<file path="config.mk">
export PLATFORM = sky130hd
export DESIGN_NAME = ctrl_pipeline
export DESIGN_NICKNAME = d
export VERILOG_FILES = /design/src/rtl/ctrl_pipeline_pkg.sv /design/src/rtl/ctrl_pipeline_fwd_unit.sv /design/src/rtl/ctrl_pipeline.sv
export SDC_FILE = /design/constraint.sdc
export NUM_CORES = 1
export LEC_CHECK = 0
export CORE_UTILIZATION = 47
export CTS_CLUSTER_SIZE = 28
export DETAILED_ROUTE_END_ITERATION = 10
export GPL_TIMING_DRIVEN = 0
export PLACE_DENSITY = 0.83
export SYNTH_ARGS = -nofsm -noshare
export SYNTH_HDL_FRONTEND = slang
export SYNTH_HIERARCHICAL = 1
export SYNTH_SLANG_ARGS = --single-unit
export TNS_END_PERCENT = 100
</file>
<file path="constraint.sdc">
create_clock -name clk -period 2.6 [get_ports clk]
set_input_delay 0.52 -clock clk [delete_from_list [all_inputs] [get_ports clk]]
set_output_delay 0.52 -clock clk [all_outputs]
set_load 0.01 [all_outputs]
</file>
<file path="src/rtl/ctrl_pipeline_pkg.sv">
// Shared types and constants for the pipeline control path: decoder bundle,
// per-stage control subsets and forwarding select encodings.
package ctrl_pipeline_pkg;

    localparam int RA_W     = 5;
    localparam int ALU_OP_W = 6;

    typedef struct packed {
        logic                reg_dest;
        logic                alu_src;
        logic                mem_to_reg;
        logic                reg_write;
        logic                mem_read;
        logic                mem_write;
        logic                branch;
        logic [ALU_OP_W-1:0] alu_op;
    } ctrl_t;

    localparam ctrl_t BUBBLE = '0;

    // reg_dest is consumed in ID when the destination is chosen, so later
    // stages only carry what they still need.
    typedef struct packed {
        logic                alu_src;
        logic                mem_to_reg;
        logic                reg_write;
        logic                mem_read;
        logic                mem_write;
        logic                branch;
        logic [ALU_OP_W-1:0] alu_op;
    } ex_ctrl_t;

    typedef struct packed {
        logic mem_to_reg;
        logic reg_write;
        logic mem_read;
        logic mem_write;
        logic branch;
    } mem_ctrl_t;

    typedef struct packed {
        logic mem_to_reg;
        logic reg_write;
    } wb_ctrl_t;

    localparam logic [1:0] FWD_REG   = 2'b00;
    localparam logic [1:0] FWD_EXMEM = 2'b10;
    localparam logic [1:0] FWD_MEMWB = 2'b01;

    // Newest producer wins; $0 is hard-wired and never forwarded.
    function automatic logic [1:0] fwd_sel(
        input logic [RA_W-1:0] src,
        input logic            mem_rw,
        input logic [RA_W-1:0] mem_dst,
        input logic            wb_rw,
        input logic [RA_W-1:0] wb_dst
    );
        if (mem_rw && (mem_dst != '0) && (mem_dst == src)) begin
            return FWD_EXMEM;
        end else if (wb_rw && (wb_dst != '0) && (wb_dst == src)) begin
            return FWD_MEMWB;
        end
        return FWD_REG;
    endfunction

endpackage

</file>
<file path="src/rtl/ctrl_pipeline_fwd_unit.sv">
// EX-stage forwarding selects for both ALU source operands.
module ctrl_pipeline_fwd_unit
    import ctrl_pipeline_pkg::*;
(
    input  logic [RA_W-1:0] ex_rs,
    input  logic [RA_W-1:0] ex_rt,
    input  logic            mem_reg_write,
    input  logic [RA_W-1:0] mem_dst,
    input  logic            wb_reg_write,
    input  logic [RA_W-1:0] wb_dst,
    output logic [1:0]      fwd_a,
    output logic [1:0]      fwd_b
);

    always_comb begin
        fwd_a = fwd_sel(ex_rs, mem_reg_write, mem_dst, wb_reg_write, wb_dst);
        fwd_b = fwd_sel(ex_rt, mem_reg_write, mem_dst, wb_reg_write, wb_dst);
    end

endmodule

</file>
<file path="src/rtl/ctrl_pipeline.sv">
// Control-side pipeline registers (ID/EX, EX/MEM, MEM/WB) with load-use
// stall, branch flush and forwarding select generation.
module ctrl_pipeline
    import ctrl_pipeline_pkg::*;
(
    input  logic                clk,
    input  logic                rst,
    input  logic                ena,
    input  logic                id_reg_dest,
    input  logic                id_alu_src,
    input  logic                id_mem_to_reg,
    input  logic                id_reg_write,
    input  logic                id_mem_read,
    input  logic                id_mem_write,
    input  logic                id_branch,
    input  logic [ALU_OP_W-1:0] id_alu_op,
    input  logic [RA_W-1:0]     id_rs,
    input  logic [RA_W-1:0]     id_rt,
    input  logic [RA_W-1:0]     id_rd,
    input  logic                mem_branch_taken,
    output logic                stall,
    output logic                ex_alu_src,
    output logic [ALU_OP_W-1:0] ex_alu_op,
    output logic [RA_W-1:0]     ex_rs,
    output logic [RA_W-1:0]     ex_rt,
    output logic [RA_W-1:0]     ex_dst,
    output logic [1:0]          fwd_a,
    output logic [1:0]          fwd_b,
    output logic                mem_mem_read,
    output logic                mem_mem_write,
    output logic                mem_branch,
    output logic                mem_reg_write,
    output logic [RA_W-1:0]     mem_dst,
    output logic                wb_reg_write,
    output logic                wb_mem_to_reg,
    output logic [RA_W-1:0]     wb_dst
);

    ctrl_t           id_ctrl;
    ctrl_t           id_sel;
    logic            load_use;
    logic            stall_int;
    logic            ex_bubble;

    ex_ctrl_t        ex_ctrl_q, ex_ctrl_d;
    logic [RA_W-1:0] ex_rs_q, ex_rs_d;
    logic [RA_W-1:0] ex_rt_q, ex_rt_d;
    logic [RA_W-1:0] ex_dst_q, ex_dst_d;
    mem_ctrl_t       mem_ctrl_q, mem_ctrl_d;
    logic [RA_W-1:0] mem_dst_q, mem_dst_d;
    wb_ctrl_t        wb_ctrl_q, wb_ctrl_d;
    logic [RA_W-1:0] wb_dst_q, wb_dst_d;

    always_comb begin
        id_ctrl.reg_dest   = id_reg_dest;
        id_ctrl.alu_src    = id_alu_src;
        id_ctrl.mem_to_reg = id_mem_to_reg;
        id_ctrl.reg_write  = id_reg_write;
        id_ctrl.mem_read   = id_mem_read;
        id_ctrl.mem_write  = id_mem_write;
        id_ctrl.branch     = id_branch;
        id_ctrl.alu_op     = id_alu_op;
    end

    // A taken branch already squashes ID, so the stall request is dropped.
    always_comb begin
        load_use  = ex_ctrl_q.mem_read && (ex_dst_q != '0) &&
                    ((ex_dst_q == id_rs) || (ex_dst_q == id_rt));
        stall_int = ena && !mem_branch_taken && load_use;
        ex_bubble = mem_branch_taken || stall_int;
        id_sel    = ex_bubble ? BUBBLE : id_ctrl;
    end

    always_comb begin
        ex_ctrl_d  = ex_ctrl_q;
        ex_rs_d    = ex_rs_q;
        ex_rt_d    = ex_rt_q;
        ex_dst_d   = ex_dst_q;
        mem_ctrl_d = mem_ctrl_q;
        mem_dst_d  = mem_dst_q;
        wb_ctrl_d  = wb_ctrl_q;
        wb_dst_d   = wb_dst_q;
        if (ena) begin
            ex_ctrl_d.alu_src    = id_sel.alu_src;
            ex_ctrl_d.mem_to_reg = id_sel.mem_to_reg;
            ex_ctrl_d.reg_write  = id_sel.reg_write;
            ex_ctrl_d.mem_read   = id_sel.mem_read;
            ex_ctrl_d.mem_write  = id_sel.mem_write;
            ex_ctrl_d.branch     = id_sel.branch;
            ex_ctrl_d.alu_op     = id_sel.alu_op;
            ex_rs_d              = ex_bubble ? '0 : id_rs;
            ex_rt_d              = ex_bubble ? '0 : id_rt;
            ex_dst_d             = ex_bubble ? '0 : (id_sel.reg_dest ? id_rd : id_rt);

            if (mem_branch_taken) begin
                mem_ctrl_d = '0;
                mem_dst_d  = '0;
            end else begin
                mem_ctrl_d.mem_to_reg = ex_ctrl_q.mem_to_reg;
                mem_ctrl_d.reg_write  = ex_ctrl_q.reg_write;
                mem_ctrl_d.mem_read   = ex_ctrl_q.mem_read;
                mem_ctrl_d.mem_write  = ex_ctrl_q.mem_write;
                mem_ctrl_d.branch     = ex_ctrl_q.branch;
                mem_dst_d             = ex_dst_q;
            end

            wb_ctrl_d.mem_to_reg = mem_ctrl_q.mem_to_reg;
            wb_ctrl_d.reg_write  = mem_ctrl_q.reg_write;
            wb_dst_d             = mem_dst_q;
        end
    end

    always_ff @(posedge clk or negedge rst) begin
        if (!rst) begin
            ex_ctrl_q  <= '0;
            ex_rs_q    <= '0;
            ex_rt_q    <= '0;
            ex_dst_q   <= '0;
            mem_ctrl_q <= '0;
            mem_dst_q  <= '0;
            wb_ctrl_q  <= '0;
            wb_dst_q   <= '0;
        end else begin
            ex_ctrl_q  <= ex_ctrl_d;
            ex_rs_q    <= ex_rs_d;
            ex_rt_q    <= ex_rt_d;
            ex_dst_q   <= ex_dst_d;
            mem_ctrl_q <= mem_ctrl_d;
            mem_dst_q  <= mem_dst_d;
            wb_ctrl_q  <= wb_ctrl_d;
            wb_dst_q   <= wb_dst_d;
        end
    end

    ctrl_pipeline_fwd_unit u_fwd (
        .ex_rs         (ex_rs_q),
        .ex_rt         (ex_rt_q),
        .mem_reg_write (mem_ctrl_q.reg_write),
        .mem_dst       (mem_dst_q),
        .wb_reg_write  (wb_ctrl_q.reg_write),
        .wb_dst        (wb_dst_q),
        .fwd_a         (fwd_a),
        .fwd_b         (fwd_b)
    );

    assign stall         = stall_int;
    assign ex_alu_src    = ex_ctrl_q.alu_src;
    assign ex_alu_op     = ex_ctrl_q.alu_op;
    assign ex_rs         = ex_rs_q;
    assign ex_rt         = ex_rt_q;
    assign ex_dst        = ex_dst_q;
    assign mem_mem_read  = mem_ctrl_q.mem_read;
    assign mem_mem_write = mem_ctrl_q.mem_write;
    assign mem_branch    = mem_ctrl_q.branch;
    assign mem_reg_write = mem_ctrl_q.reg_write;
    assign mem_dst       = mem_dst_q;
    assign wb_reg_write  = wb_ctrl_q.reg_write;
    assign wb_mem_to_reg = wb_ctrl_q.mem_to_reg;
    assign wb_dst        = wb_dst_q;

endmodule

</file>
Word level (Yosys, flattened, before mapping)
Index checks and enable logic that the tools add are counted.
{"block": "word_totals", "inputBits": 32, "word_cells": 58, "out_inout_bits": 43, "regBits": 44}
{"block": "classes", "eq_ne": 6, "n_reduce_logical": 16, "mux": 17}
{"op": "$eq 5x5->1", "n": 6}
{"op": "$mux 5", "n": 6}
{"op": "$reduce_bool 5->1", "n": 3}
{"op": "$mux 13", "n": 1}
{"op": "$mux 2", "n": 6}
{"op": "$logic_and 1x1->1", "n": 10}
{"op": "$mux 1", "n": 4}
{"op": "$logic_or 1x1->1", "n": 2}
{"op": "$logic_not 1->1", "n": 1}

Logic depth before layout (Yosys ltp)
{"block": "depth", "word_depth": 8, "depth_mapped": 6, "depth_no_buf": 4}

Modules after synthesis
Netlist, hierarchy kept.
{"module": "ctrl_pipeline", "area_each_um2": 2208.4, "cells_each": 203, "seq_area_each_um2": 1101.1, "n_inst": 1}
{"module": "ctrl_pipeline_fwd_unit", "area_each_um2": 270.3, "cells_each": 34, "seq_area_each_um2": 0.0, "n_inst": 1}

Worst setup path before layout
OpenSTA, ideal clock, no wires.
{"block": "synth_timing", "path_type": "flip-flop to output port", "from": "register mem_dst_q[1], in the netlist mem_dst[1]", "to": "output port fwd_b[0]", "slack_ns": 0.472, "path_stages_with_launch": 5, "path_buffers": 0, "arrival_time_ns": 1.608, "required_ns": 2.080, "cell_sequence": "dfrtp_1 > or4_1 > o21ai_2 > nor4_1 > nor4_2"}
{"block": "synth_between", "elab_chain_cells": 5, "word_cells_on_any_way": 7, "classes_between": "eq/ne: 1; mux: 3; reduce/logical: 3"}
{"element": "start: declaration", "line_no": "ctrl_pipeline.sv:50", "rtl": "logic [RA_W-1:0] mem_dst_q, mem_dst_d;"}
{"element": "start signal: assignment", "line_no": "ctrl_pipeline.sv:129", "rtl": "mem_dst_q <= mem_dst_d;"}
{"element": "$reduce_bool 5->1", "line_no": "ctrl_pipeline_pkg.sv:58", "rtl": "if (mem_rw && (mem_dst != '0) && (mem_dst == src)) begin"}
{"element": "$logic_and 1x1->1", "line_no": "ctrl_pipeline_pkg.sv:58"}
{"element": "$logic_and 1x1->1 *", "line_no": "ctrl_pipeline_pkg.sv:58"}
{"element": "$mux 2 or $mux 1 (tied branches)", "line_no": "ctrl_pipeline_pkg.sv:58"}
{"element": "$mux 2 *", "line_no": "ctrl_pipeline_pkg.sv:63", "rtl": "return FWD_REG;"}
{"element": "end: declaration", "line_no": "ctrl_pipeline.sv:28", "rtl": "output logic [1:0] fwd_b,"}
Every way passes the cells marked *; elsewhere a longest branch is shown, timed or not.

Final worst setup path
{"block": "layout_timing", "from": "register mem_dst_q[1], in the netlist mem_dst[1]", "to": "output port fwd_a[0]"}
{"block": "layout_between", "elab_chain_cells": 5, "word_cells_on_any_way": 7, "classes_between": "eq/ne: 1; mux: 3; reduce/logical: 3"}
{"element": "$reduce_bool 5->1", "line_no": "ctrl_pipeline_pkg.sv:58"}
{"element": "$logic_and 1x1->1", "line_no": "ctrl_pipeline_pkg.sv:58"}
{"element": "$logic_and 1x1->1 *", "line_no": "ctrl_pipeline_pkg.sv:58"}
{"element": "$mux 2 or $mux 1 (tied branches)", "line_no": "ctrl_pipeline_pkg.sv:58"}
{"element": "$mux 2 *", "line_no": "ctrl_pipeline_pkg.sv:63"}
{"element": "end: declaration", "line_no": "ctrl_pipeline.sv:27", "rtl": "output logic [1:0] fwd_a,"}
Marked as above.

==> results.toml <==
[yosys]
number_of_standard_cells_after_synthesis = 237
mappedNetlistArea_um2 = 2479
synth_enable_flop_cells = 0
ys_warn_count = 6
yosys.area.top_type = "dfrtp_1"
synth_cell_type_count = 29
synth_area_leaders = "dfrtp_1, a32oi_1, xnor2_1"
synthArstFlopShare = 1.000
share_of_the_yosys_chip_area_belonging_to_registers = 0.4442
synth_flop_cell = "dfrtp_1"
avgSynthCellArea_um2 = 10.46
synth_top_area_frac = 0.4442
net_count_after_synthesis = 269
synth.ff_latch_count = 44

[grt]
grt_most_used_layer = "met2"
use_met3 = 0.04284
grt.met2_usage = 0.4454
grt_max_degree = 28
globalRouteTotalUtil = 0.2552
globalRouteOverflowTotal = 0
use_met1 = 0.3354
grt_pass1_wl_um = 10630
via_count_of_the_first_global_routing_pass = 2159
antenna_found_initial = 0

[drt]
routed_antenna_nets = 0
drc = 0
detailedRoute.firstIterationViolations = 124
drt_pass1_iterations = 4
routed-via-count = 2226
via_count_normalized_by_instance_count = 5.565
routed_wirelength_um = 6629
routedWlPerCell_um = 16.57

[power_and_ir_drop]
power_frac_clock = 0.252
power.share.switching = 0.3120
power_density_nw_per_um2 = 591.4
static-leakage-power_nw = 1.425
ir_worst_vdd_mv = 0.3948
p_int_mw = 1.439
combPwrFrac = 0.324
total_power_mw = 2.091
power.share.sequential = 0.424
switching_power_of_the_nets_mw = 0.6524

[hold_path]
worstHoldPathType = "in -> async"

[clock_tree]
number_of_buffers_inserted_by_hold_repair_at_cts = 0
h-tree-depth = 2
cts.sinks = 44
deepest_clock_path_buffer_count = 2
cts.root.buffer_cell = "clkbuf_8"
cts-buffers-inserted = 5
clk_pin_slew_worst_paths_ps = 90
clock_latency_reported_for_the_late_side_of_the_worst_skew_pair_ps = 290
clock_tree_from_tritoncts = "yes"

[setup_path]
startpoint_type = "flop"
endpoint_required_time_on_the_critical_path_ps = 2080
timing.critical_path.fanout_max = 4
crit_arrival_ps = 2030
end_kind = "output pin"
criticalPathCategory = "reg -> out"

[place]
gp_congestion = 0.8515
placed_area_um2 = 3322
portBuffers = 74
dp.final_hpwl_um = 4851
placement.setup.worst_slack_ps = -397.3

[sta]
hold_viol_final = 0
final.setup_skew_ps = 4.847
slew_at_the_pin_closest_to_its_max_slew_limit_ps = 552.7
slew-limit-headroom = 0.6315
finalCriticalPeriod_ps = 2551
period_share = 0.9812
setup_viol = 0
finalMaxSlewViolations = 0
layout_setup_ws_ps = 48.91
maxClockFrequency_mhz = 392.0

[layout]
nets = 361
stdcell_area_um2 = 3536
area_growth_syn_to_layout_pct = 42.66
antenna-diode-count = 0
largest_reg_flops = 6
final_layout_size_suffix_gt1_frac = 0.2091

[die]
floorplan.die.height_um = 74.62
initial_core_util = 0.4853
ios = 75
die_w_um = 74.62
fp.dieArea_um2 = 5568
fp.coreArea_um2 = 5107
std_cell_rows = 26

[status]
run_status = "finished clean"

[run]
drv_cap = 0
## Yosys cell counts (2+ instances only)
master,n
a22o_1,3
a32oi_1,27
buf_2,6
buf_4,7
buf_6,2
clkbuf_1,6
dfrtp_1,44
inv_1,8
mux2_1,11
nand2_1,31
nand3_1,4
nand3b_1,7
nand4_1,2
nor4_1,2
nor4_2,2
o21ai_0,2
o21ai_1,16
o21ai_2,17
or4_1,2
xnor2_1,26
xor2_1,4
## kinds of logic after synthesis
logic type      count (synthesis)  share of synthesized area
buf+inv                        30                    0.06512
flops                          44                     0.4442
xor+xnor                       30                     0.1060
compound gates                 67                     0.2161
mux                            12                    0.05452
simple gates                   54                     0.1141
## path summary, 6_finish.rpt
kind | from | end | slack [ps] | cells after the start
setup / recovery | mem_dst[1] | fwd_a[0] | 50 | 5
hold / removal | rst | mem_mem_write | 150 | 1
setup reg to reg | ex_dst[1] | ex_rs[1] | 710 | 7
hold reg to reg | wb_mem_to_reg | wb_mem_to_reg | 500 | 1
max in group asynchronous | rst | ex_dst[2] | 1940 | 2
min in group clk | wb_mem_to_reg | wb_mem_to_reg | 500 | 1
## per-stage QoR
stage	TNS, ps	instances	util	hold WS, ps
floorplan	0	237	-	224.4
global placement	-6460	381	0.6475	472.5
detailed placement	-416.0	382	0.6504	476.2
CTS	-8.020	393	0.6823	157.3
global route	-17.73	400	0.6923	174.2
finish	0	400	0.6923	154.2
## metal layers
metal	up-vias	wire, um
li1	1046	-
met1	1085	2813
met2	93	3386
met3	2	405
met4	0	23
met5	-	0
## cell type report
cell class / count / area [um^2]
clock inverter: 3 / 46.29
timing repair buffer: 85 / 825.8
clock buffer: 5 / 68.82
fill: 397 / 1572
inverter: 8 / 30.03
buffer: 22 / 131.4
sequential: 44 / 1109
tap: 70 / 87.58
multi-input combinational: 163 / 1237
## what timing repair did
item                       CTS  global route
pin swaps                    2             2
resized for setup           13             9
buffers inserted             3             7
setup endpoints to repair    5             5
## cell usage in the layout, fill, tap and decap left out, drive strengths merged, types with 2 or more instances in the layout
master	count
a22o	3
a32oi	27
buf	30
clkbuf	11
clkdlybuf4s50	68
dfrtp	44
dlymetal6s2s	2
inv	9
mux2	12
nand2	31
nand3	4
nand3b	7
nand4	2
nor4	4
o21ai	35
or4	3
xnor2	26
xor2	4
## worst max-delay path, cell delays in order (launching register included)
cell and delay [ps]:
dfrtp_2 450, or4_1 550, o21ai_2 230, nor4_2 90, nor4_2 240, buf_2 170
## power by group through the flow
stage	Clock (mW)	Sequential, mW	Combinational (mW)
floorplan	0	0.901	0.314
global placement	0	0.902	0.603
detailed placement	0	0.904	0.625
CTS	0.538	0.891	0.648
global route	0.571	0.898	0.736
finish	0.528	0.886	0.678
Note: power is estimated with default switching activity, not from simulation.
